[src/rtl/issue_scheduler_if.sv]
// Issue scheduler interface: reservation-station request bits, flush/CDB
// handshake inputs, and the ALU / MUL-DIV issue and completion outputs.
// The master modport is the RS/pipeline side; the slave modport is the scheduler.
interface issue_scheduler_if #(
  parameter int RS_ENTRIES = 8,
  parameter int IDX_W      = 3
);
  logic [RS_ENTRIES-1:0] rs_ready;
  logic [RS_ENTRIES-1:0] rs_is_muldiv;
  logic [RS_ENTRIES-1:0] rs_is_div;
  logic                  flush;
  logic                  cdb_grant;
  logic                  alu_issue_valid;
  logic [IDX_W-1:0]      alu_issue_idx;
  logic                  muldiv_issue_valid;
  logic [IDX_W-1:0]      muldiv_issue_idx;
  logic                  muldiv_busy;
  logic                  muldiv_done;
  logic [IDX_W-1:0]      muldiv_done_idx;

  modport master (
    output rs_ready, rs_is_muldiv, rs_is_div, flush, cdb_grant,
    input  alu_issue_valid, alu_issue_idx, muldiv_issue_valid, muldiv_issue_idx,
    input  muldiv_busy, muldiv_done, muldiv_done_idx
  );

  modport slave (
    input  rs_ready, rs_is_muldiv, rs_is_div, flush, cdb_grant,
    output alu_issue_valid, alu_issue_idx, muldiv_issue_valid, muldiv_issue_idx,
    output muldiv_busy, muldiv_done, muldiv_done_idx
  );
endinterface

[src/rtl/issue_scheduler.sv]
// Issue scheduler: picks RS entries for a 1-cycle ALU and a shared,
// non-pipelined MUL/DIV unit, each with its own round-robin pointer, and
// sequences the MUL/DIV unit through IDLE/BUSY/DONE until the CDB takes the result.
// Optional build macro ISSUE_SCHED_STATS_EN adds saturating issue/stall counters.
module issue_scheduler #(
  parameter int RS_ENTRIES = 8,
  parameter int IDX_W      = $clog2(RS_ENTRIES),
  parameter int MUL_CYCLES = 4,
  parameter int DIV_CYCLES = 34
) (
  input  logic               clk,
  input  logic               reset,
`ifdef ISSUE_SCHED_STATS_EN
  output logic [31:0]        stat_alu_issues,
  output logic [31:0]        stat_md_issues,
  output logic [31:0]        stat_md_stalls,
`endif
  issue_scheduler_if.slave   sched
);

  localparam int MAX_CYCLES = (DIV_CYCLES > MUL_CYCLES) ? DIV_CYCLES : MUL_CYCLES;
  localparam int CNT_W      = $clog2(MAX_CYCLES);

  typedef enum logic [1:0] {
    IDLE = 2'd0,
    BUSY = 2'd1,
    DONE = 2'd2
  } md_state_t;

  md_state_t          state_r, state_nxt_s;
  logic [CNT_W-1:0]   cnt_r, cnt_nxt_s;
  logic [IDX_W-1:0]   done_idx_r, done_idx_nxt_s;
  logic [IDX_W-1:0]   alu_ptr_r, md_ptr_r;

  logic [RS_ENTRIES-1:0] alu_elig_s, md_elig_s;
  logic                  alu_found_s, md_found_s;
  logic [IDX_W-1:0]      alu_pick_s, md_pick_s;
  logic                  md_avail_s, block_s;
  logic                  alu_grant_s, md_grant_s;
  logic [CNT_W-1:0]      md_load_s;

  // Round-robin search: first set bit of elig at or after ptr, wrapping.
  // Walks offsets from high to low so the smallest offset is the last write.
  function automatic logic [IDX_W:0] rr_pick(input logic [RS_ENTRIES-1:0] elig,
                                             input logic [IDX_W-1:0] ptr);
    logic             found;
    logic [IDX_W-1:0] idx;
    logic [IDX_W-1:0] cand;
    found = 1'b0;
    idx   = {IDX_W{1'b0}};
    for (int i = RS_ENTRIES - 1; i >= 0; i--) begin
      cand = ptr + IDX_W'(i);
      if (elig[cand]) begin
        found = 1'b1;
        idx   = cand;
      end else begin
        found = found;
      end
    end
    return {found, idx};
  endfunction

`ifdef ISSUE_SCHED_STATS_EN
  // Saturating 32-bit increment for the statistics counters.
  function automatic logic [31:0] sat_inc(input logic [31:0] v);
    return (v == 32'hFFFF_FFFF) ? v : (v + 32'd1);
  endfunction
`endif

  assign alu_elig_s = sched.rs_ready & ~sched.rs_is_muldiv;
  assign md_elig_s  = sched.rs_ready &  sched.rs_is_muldiv;

  assign {alu_found_s, alu_pick_s} = rr_pick(alu_elig_s, alu_ptr_r);
  assign {md_found_s,  md_pick_s}  = rr_pick(md_elig_s,  md_ptr_r);

  // The unit can take a new op when idle, or when its finished result is
  // leaving on the CDB this very cycle (back-to-back issue).
  assign md_avail_s  = (state_r == IDLE) || ((state_r == DONE) && sched.cdb_grant);
  assign block_s     = reset | sched.flush;
  assign alu_grant_s = alu_found_s & ~block_s;
  assign md_grant_s  = md_found_s & md_avail_s & ~block_s;
  assign md_load_s   = sched.rs_is_div[md_pick_s] ? CNT_W'(DIV_CYCLES - 2)
                                                  : CNT_W'(MUL_CYCLES - 2);

  assign sched.alu_issue_valid    = alu_grant_s;
  assign sched.alu_issue_idx      = alu_grant_s ? alu_pick_s : {IDX_W{1'b0}};
  assign sched.muldiv_issue_valid = md_grant_s;
  assign sched.muldiv_issue_idx   = md_grant_s ? md_pick_s : {IDX_W{1'b0}};
  assign sched.muldiv_busy        = (state_r != IDLE);
  assign sched.muldiv_done        = (state_r == DONE);
  assign sched.muldiv_done_idx    = done_idx_r;

  // MUL/DIV occupancy FSM: next state, countdown and done index.
  always_comb begin
    state_nxt_s    = state_r;
    cnt_nxt_s      = cnt_r;
    done_idx_nxt_s = done_idx_r;
    if (sched.flush) begin
      state_nxt_s = IDLE;
      cnt_nxt_s   = {CNT_W{1'b0}};
    end else begin
      case (state_r)
        IDLE: begin
          if (md_grant_s) begin
            state_nxt_s    = BUSY;
            cnt_nxt_s      = md_load_s;
            done_idx_nxt_s = md_pick_s;
          end else begin
            state_nxt_s = IDLE;
          end
        end
        BUSY: begin
          if (cnt_r == {CNT_W{1'b0}}) begin
            state_nxt_s = DONE;
          end else begin
            cnt_nxt_s = cnt_r - CNT_W'(1);
          end
        end
        DONE: begin
          if (sched.cdb_grant && md_grant_s) begin
            state_nxt_s    = BUSY;
            cnt_nxt_s      = md_load_s;
            done_idx_nxt_s = md_pick_s;
          end else if (sched.cdb_grant) begin
            state_nxt_s = IDLE;
          end else begin
            state_nxt_s = DONE;
          end
        end
        default: begin
          state_nxt_s = IDLE;
          cnt_nxt_s   = {CNT_W{1'b0}};
        end
      endcase
    end
  end

  // FSM state, countdown and done-index registers.
  always_ff @(posedge clk or posedge reset) begin
    if (reset) begin
      state_r    <= IDLE;
      cnt_r      <= {CNT_W{1'b0}};
      done_idx_r <= {IDX_W{1'b0}};
    end else begin
      state_r    <= state_nxt_s;
      cnt_r      <= cnt_nxt_s;
      done_idx_r <= done_idx_nxt_s;
    end
  end

  // Round-robin pointers advance past each granted entry and hold otherwise.
  always_ff @(posedge clk or posedge reset) begin
    if (reset) begin
      alu_ptr_r <= {IDX_W{1'b0}};
      md_ptr_r  <= {IDX_W{1'b0}};
    end else begin
      if (alu_grant_s) begin
        alu_ptr_r <= alu_pick_s + IDX_W'(1);
      end
      if (md_grant_s) begin
        md_ptr_r <= md_pick_s + IDX_W'(1);
      end
    end
  end

`ifdef ISSUE_SCHED_STATS_EN
  // Issue and stall statistics; frozen during flush cycles.
  always_ff @(posedge clk or posedge reset) begin
    if (reset) begin
      stat_alu_issues <= 32'd0;
      stat_md_issues  <= 32'd0;
      stat_md_stalls  <= 32'd0;
    end else if (!sched.flush) begin
      if (alu_grant_s) begin
        stat_alu_issues <= sat_inc(stat_alu_issues);
      end
      if (md_grant_s) begin
        stat_md_issues <= sat_inc(stat_md_issues);
      end
      if (md_found_s && !md_avail_s) begin
        stat_md_stalls <= sat_inc(stat_md_stalls);
      end
    end
  end
`endif

endmodule

[src/flat_wrapper.sv]
// flat-port wrapper written by rule: the top's interface ports become plain ports
module issue_scheduler_flat 
#(
  parameter int RS_ENTRIES = 8,
  parameter int IDX_W      = $clog2(RS_ENTRIES),
  parameter int MUL_CYCLES = 4,
  parameter int DIV_CYCLES = 34
)
  (clk, reset, sched_rs_ready, sched_rs_is_muldiv, sched_rs_is_div, sched_flush, sched_cdb_grant, sched_alu_issue_valid, sched_alu_issue_idx, sched_muldiv_issue_valid, sched_muldiv_issue_idx, sched_muldiv_busy, sched_muldiv_done, sched_muldiv_done_idx);
  issue_scheduler_if #(.RS_ENTRIES(RS_ENTRIES), .IDX_W(IDX_W)) sched_i ();
  input  logic clk;
  input  logic reset;
  input wire logic [$bits(sched_i.rs_ready)-1:0] sched_rs_ready;
  input wire logic [$bits(sched_i.rs_is_muldiv)-1:0] sched_rs_is_muldiv;
  input wire logic [$bits(sched_i.rs_is_div)-1:0] sched_rs_is_div;
  input wire logic [$bits(sched_i.flush)-1:0] sched_flush;
  input wire logic [$bits(sched_i.cdb_grant)-1:0] sched_cdb_grant;
  output wire logic [$bits(sched_i.alu_issue_valid)-1:0] sched_alu_issue_valid;
  output wire logic [$bits(sched_i.alu_issue_idx)-1:0] sched_alu_issue_idx;
  output wire logic [$bits(sched_i.muldiv_issue_valid)-1:0] sched_muldiv_issue_valid;
  output wire logic [$bits(sched_i.muldiv_issue_idx)-1:0] sched_muldiv_issue_idx;
  output wire logic [$bits(sched_i.muldiv_busy)-1:0] sched_muldiv_busy;
  output wire logic [$bits(sched_i.muldiv_done)-1:0] sched_muldiv_done;
  output wire logic [$bits(sched_i.muldiv_done_idx)-1:0] sched_muldiv_done_idx;
  assign sched_i.rs_ready = sched_rs_ready;
  assign sched_i.rs_is_muldiv = sched_rs_is_muldiv;
  assign sched_i.rs_is_div = sched_rs_is_div;
  assign sched_i.flush = sched_flush;
  assign sched_i.cdb_grant = sched_cdb_grant;
  assign sched_alu_issue_valid = sched_i.alu_issue_valid;
  assign sched_alu_issue_idx = sched_i.alu_issue_idx;
  assign sched_muldiv_issue_valid = sched_i.muldiv_issue_valid;
  assign sched_muldiv_issue_idx = sched_i.muldiv_issue_idx;
  assign sched_muldiv_busy = sched_i.muldiv_busy;
  assign sched_muldiv_done = sched_i.muldiv_done;
  assign sched_muldiv_done_idx = sched_i.muldiv_done_idx;
  issue_scheduler #(.RS_ENTRIES(RS_ENTRIES), .IDX_W(IDX_W), .MUL_CYCLES(MUL_CYCLES), .DIV_CYCLES(DIV_CYCLES)) u_core (.clk(clk), .reset(reset), .sched(sched_i));
endmodule
[config.mk]
export PLATFORM = sky130hd
export DESIGN_NAME = issue_scheduler_flat
export DESIGN_NICKNAME = d
export VERILOG_FILES = /design/src/rtl/issue_scheduler_if.sv /design/src/rtl/issue_scheduler.sv /design/src/flat_wrapper.sv
export SDC_FILE = /design/constraint.sdc
export NUM_CORES = 1
export LEC_CHECK = 0
export CAP_MARGIN = 15
export CORE_MARGIN = 2
export CORE_UTILIZATION = 61
export DETAILED_ROUTE_END_ITERATION = 8
export GPL_ROUTABILITY_DRIVEN = 0
export PLACE_DENSITY_LB_ADDON = 0.1
export SYNTH_ARGS = -nofsm -noshare
export SYNTH_HDL_FRONTEND = slang
export SYNTH_SLANG_ARGS = --single-unit
[constraint.sdc]
create_clock -name clk -period 10.5 [get_ports clk]
set_input_delay 2.625 -clock clk [delete_from_list [all_inputs] [get_ports clk]]
set_output_delay 2.625 -clock clk [all_outputs]
set_load 0.1 [all_outputs]
==> impl_results.rst <==
.. list-table::
   :header-rows: 1

   * - Metric
     - Value
   * - Run status
     - finished clean
   * - Clock transition at the registers of the reported paths
     - 0.06 ns
   * - Post-CTS Resized
     - 0
   * - Post-Synthesis Net Count
     - 409
   * - Placed inst area
     - 3360 um2
   * - Slowest stage delay, CP
     - 1.14 ns
   * - Routed wirelength normalized by instance count
     - 16.6 um
   * - Flip-flop and latch count after synthesis
     - 17
   * - Final number of hold-violating endpoints
     - 0
   * - Hold Buf Count CTS
     - 0
   * - Ranking of synthesized cells by instance count
     - sky130_fd_sc_hd__nor2_1, sky130_fd_sc_hd__nand2_1, sky130_fd_sc_hd__a21oi_1
   * - TritonCTS buffer count
     - 3
   * - Master of the slowest instance on the critical path
     - sky130_fd_sc_hd__clkdlybuf4s50_1
   * - Gate count after technology mapping
     - 373
   * - Netlist Area Pre-Place
     - 2970 um2
   * - Setup repair after global routing missed its margin
     - no
   * - Largest buffer count on any clock path
     - 2
   * - Total negative slack for setup checks
     - 0 ns
   * - Count of endpoints failing setup in the final report
     - 0
   * - Ordered cell list for the critical path
     - clkdlybuf4s50_1 > nand2_1 > mux4_2 > o21ai_2 > nor3_1 > a211oi_4 > and2_1 > clkdlybuf4s50_1
   * - Nature of the critical path endpoint
     - output port
   * - Count of antenna-violating nets left after detailed routing
     - 0
   * - Maximum level of the CTS H-tree
     - 1
   * - Number of global-route vias before repair
     - 2751
   * - Max_slew headroom
     - 0.345
   * - Async S/R FF share, synth
     - 1.00
   * - Number of DRC violations after detailed-routing iteration 0
     - 174
   * - Number of synthesized flops with an enable pin
     - 0
   * - Maximum clock rate
     - 111 MHz
   * - Synth top area share
     - 0.143
   * - Transition time at the pin with the least slew margin
     - 0.980 ns
   * - Detailed-router iteration count before antenna repair
     - 5
   * - Clk sink count
     - 17
   * - First-pass GRT wire length
     - 12700 um
   * - Die Area
     - 5440 um2
   * - Synth area leader
     - sky130_fd_sc_hd__dfrtp_1
   * - Die Width
     - 73.8 um
   * - Post-synthesis average cell area
     - 7.96 um2
   * - Required time of the worst setup path
     - 7.88 ns
   * - Ratio of cells with drive above 1 in the final layout
     - 0.120
   * - Most common flop cell mapped by yosys
     - sky130_fd_sc_hd__dfrtp_1
   * - Path type of the worst min-delay path
     - reg -> reg
   * - Largest cells by area after synthesis
     - sky130_fd_sc_hd__dfrtp_1, sky130_fd_sc_hd__mux4_2, sky130_fd_sc_hd__nor2_1
   * - DIE HEIGHT
     - 73.8 um
   * - Number of vias per cell after detailed routing
     - 6.72
   * - Number of buffers inserted by port buffering
     - 40
   * - Cell type with the highest occurrence count on the critical path
     - sky130_fd_sc_hd__clkdlybuf4s50_1
   * - Total of max-cap violations
     - 0
   * - Setup Skew
     - 0.00589 ns
   * - Synthesis warning total
     - 0
   * - Time the final worst path needs with I/O delays and setup
     - 9.01 ns
   * - Critical-path maximum fanout
     - 18
   * - Total global-route track usage
     - 0.293
   * - Layout Cell Area excl Fill
     - 3400 um2
   * - Area growth, synth to finish
     - 14.6%
   * - Share of the cycle needed by the critical path after routing
     - 0.858
   * - Total length of routed wires
     - 7540 um
   * - Critical setup path kind
     - in -> out
   * - Final slew viol count
     - 0
   * - Detailed-route via count
     - 3058
   * - Clock Latency Late Sink
     - 0.26 ns
   * - Count of unresolved DRC violations after routing
     - 0
   * - Initial Utilization
     - 0.633
   * - Clock root buffer
     - sky130_fd_sc_hd__clkbuf_8
   * - Antenna violations before repair
     - 0
   * - Most frequent cell after synthesis
     - sky130_fd_sc_hd__nor2_1
   * - Antenna diode instance count
     - 0
   * - Startpoint class of the critical path
     - primary input
   * - Sequential cell area fraction in the yosys report
     - 0.143
   * - Placeable core region
     - 4690 um2
   * - Post-layout net count
     - 438
   * - Cell Rows
     - 25
   * - Boundary Pins
     - 41
   * - Cell variety after synth
     - 70
   * - Critical Path AT
     - 6.38 ns
   * - Post CTS Setup Buffer Count
     - 0
   * - Detailed placement HPWL
     - 5820 um
   * - Maximum number of pins on one net before global-route repair
     - 42
   * - Total overflow reported by the global router
     - 0
   * - Clock tree from TritonCTS
     - done
layout make-up:
cell class / count / area [um2]
clock buffer: 3 / 41.3
clock inverter: 1 / 5.00
fill: 384 / 1290
inverter: 17 / 63.8
multi-input combinational: 322 / 2390
sequential: 17 / 425
tap: 54 / 67.6
timing repair buffer: 41 / 408
routing by layer:
metal	track usage	share of wire	vias to the layer above
met3	0.0439	0.053	12
met5	0	0	-
met2	0.488	0.49	97
met4	0.0586	0.016	0
met1	0.404	0.44	1473
li1	-	-	1476
path summary, 6_finish.rpt:
check                                                     start                               to  slack (ns)  depth (start not counted)
max in group asynchronous                                 reset                u_core.state_r[0]        7.32                          2
worst max-delay path                          sched_rs_ready[5]        sched_muldiv_issue_idx[0]        1.49                          8
worst min register to register  u_core.sched.muldiv_done_idx[0]  u_core.sched.muldiv_done_idx[0]        0.51                          1
min in group asynchronous                                 reset              u_core.alu_ptr_r[1]        2.77                          2
worst max register to register               u_core.md_ptr_r[1]                  u_core.cnt_r[5]        6.72                         11
worst min-delay path            u_core.sched.muldiv_done_idx[0]  u_core.sched.muldiv_done_idx[0]        0.51                          1
worst max-delay path: cells and delay by family:
| family | cells | cell delay (ns) |
|---|---|---|
| buf+inv | 2 | 1.69 |
| compound gates | 2 | 1.01 |
| simple gates | 3 | 0.53 |
| mux | 1 | 0.52 |
stage by stage:
| step | std cells | utilization | worst slack (ns) | hold WS (ns) |
|---|---|---|---|---|
| after floorplan | 373 | - | 2.22 | 0.480 |
| after detailed placement | 451 | 0.715 | 1.50 | 0.496 |
| after CTS | 455 | 0.725 | 1.49 | 0.511 |
| final | 455 | 0.725 | 1.49 | 0.506 |
| after global placement | 451 | 0.715 | 1.59 | 0.494 |
| after global routing | 455 | 0.725 | 1.30 | 0.520 |
registers in the layout, indices dropped and copies added (netlist names):
name / count
u_core.alu_ptr_r: 3
u_core.sched.muldiv_done_idx: 3
u_core.state_r: 2
u_core.cnt_r: 6
u_core.md_ptr_r: 3
cell families (layout without fill, tap and decap cells):
kind of cell | after synthesis | count (layout) | share of synthesized area
DFF | 17 | 17 | 0.143
AOI/OAI and AO/OA | 109 | 109 | 0.267
muxes | 34 | 34 | 0.186
and+or+nand+nor | 165 | 165 | 0.299
xor gates and xnor gates | 6 | 6 | 0.0202
adders and majority gates | 8 | 8 | 0.0337
buffers and inverters | 34 | 62 | 0.0510
cells in the final DEF (no fill, tap or decap), types with 11 or more instances in the layout:
cell and n:
sky130_fd_sc_hd__a21oi_1 22, sky130_fd_sc_hd__and2_1 14, sky130_fd_sc_hd__clkdlybuf4s50_1 40, sky130_fd_sc_hd__dfrtp_1 17, sky130_fd_sc_hd__inv_1 13, sky130_fd_sc_hd__mux2i_1 12, sky130_fd_sc_hd__mux4_2 16, sky130_fd_sc_hd__nand2_1 34
sky130_fd_sc_hd__nand3_1 21, sky130_fd_sc_hd__nor2_1 37, sky130_fd_sc_hd__nor2b_1 11, sky130_fd_sc_hd__o21ai_0 18
Power is left out: the tool's default activity adds up to more than one toggle a clock period on the data nets, which glitch-free logic cannot reach.
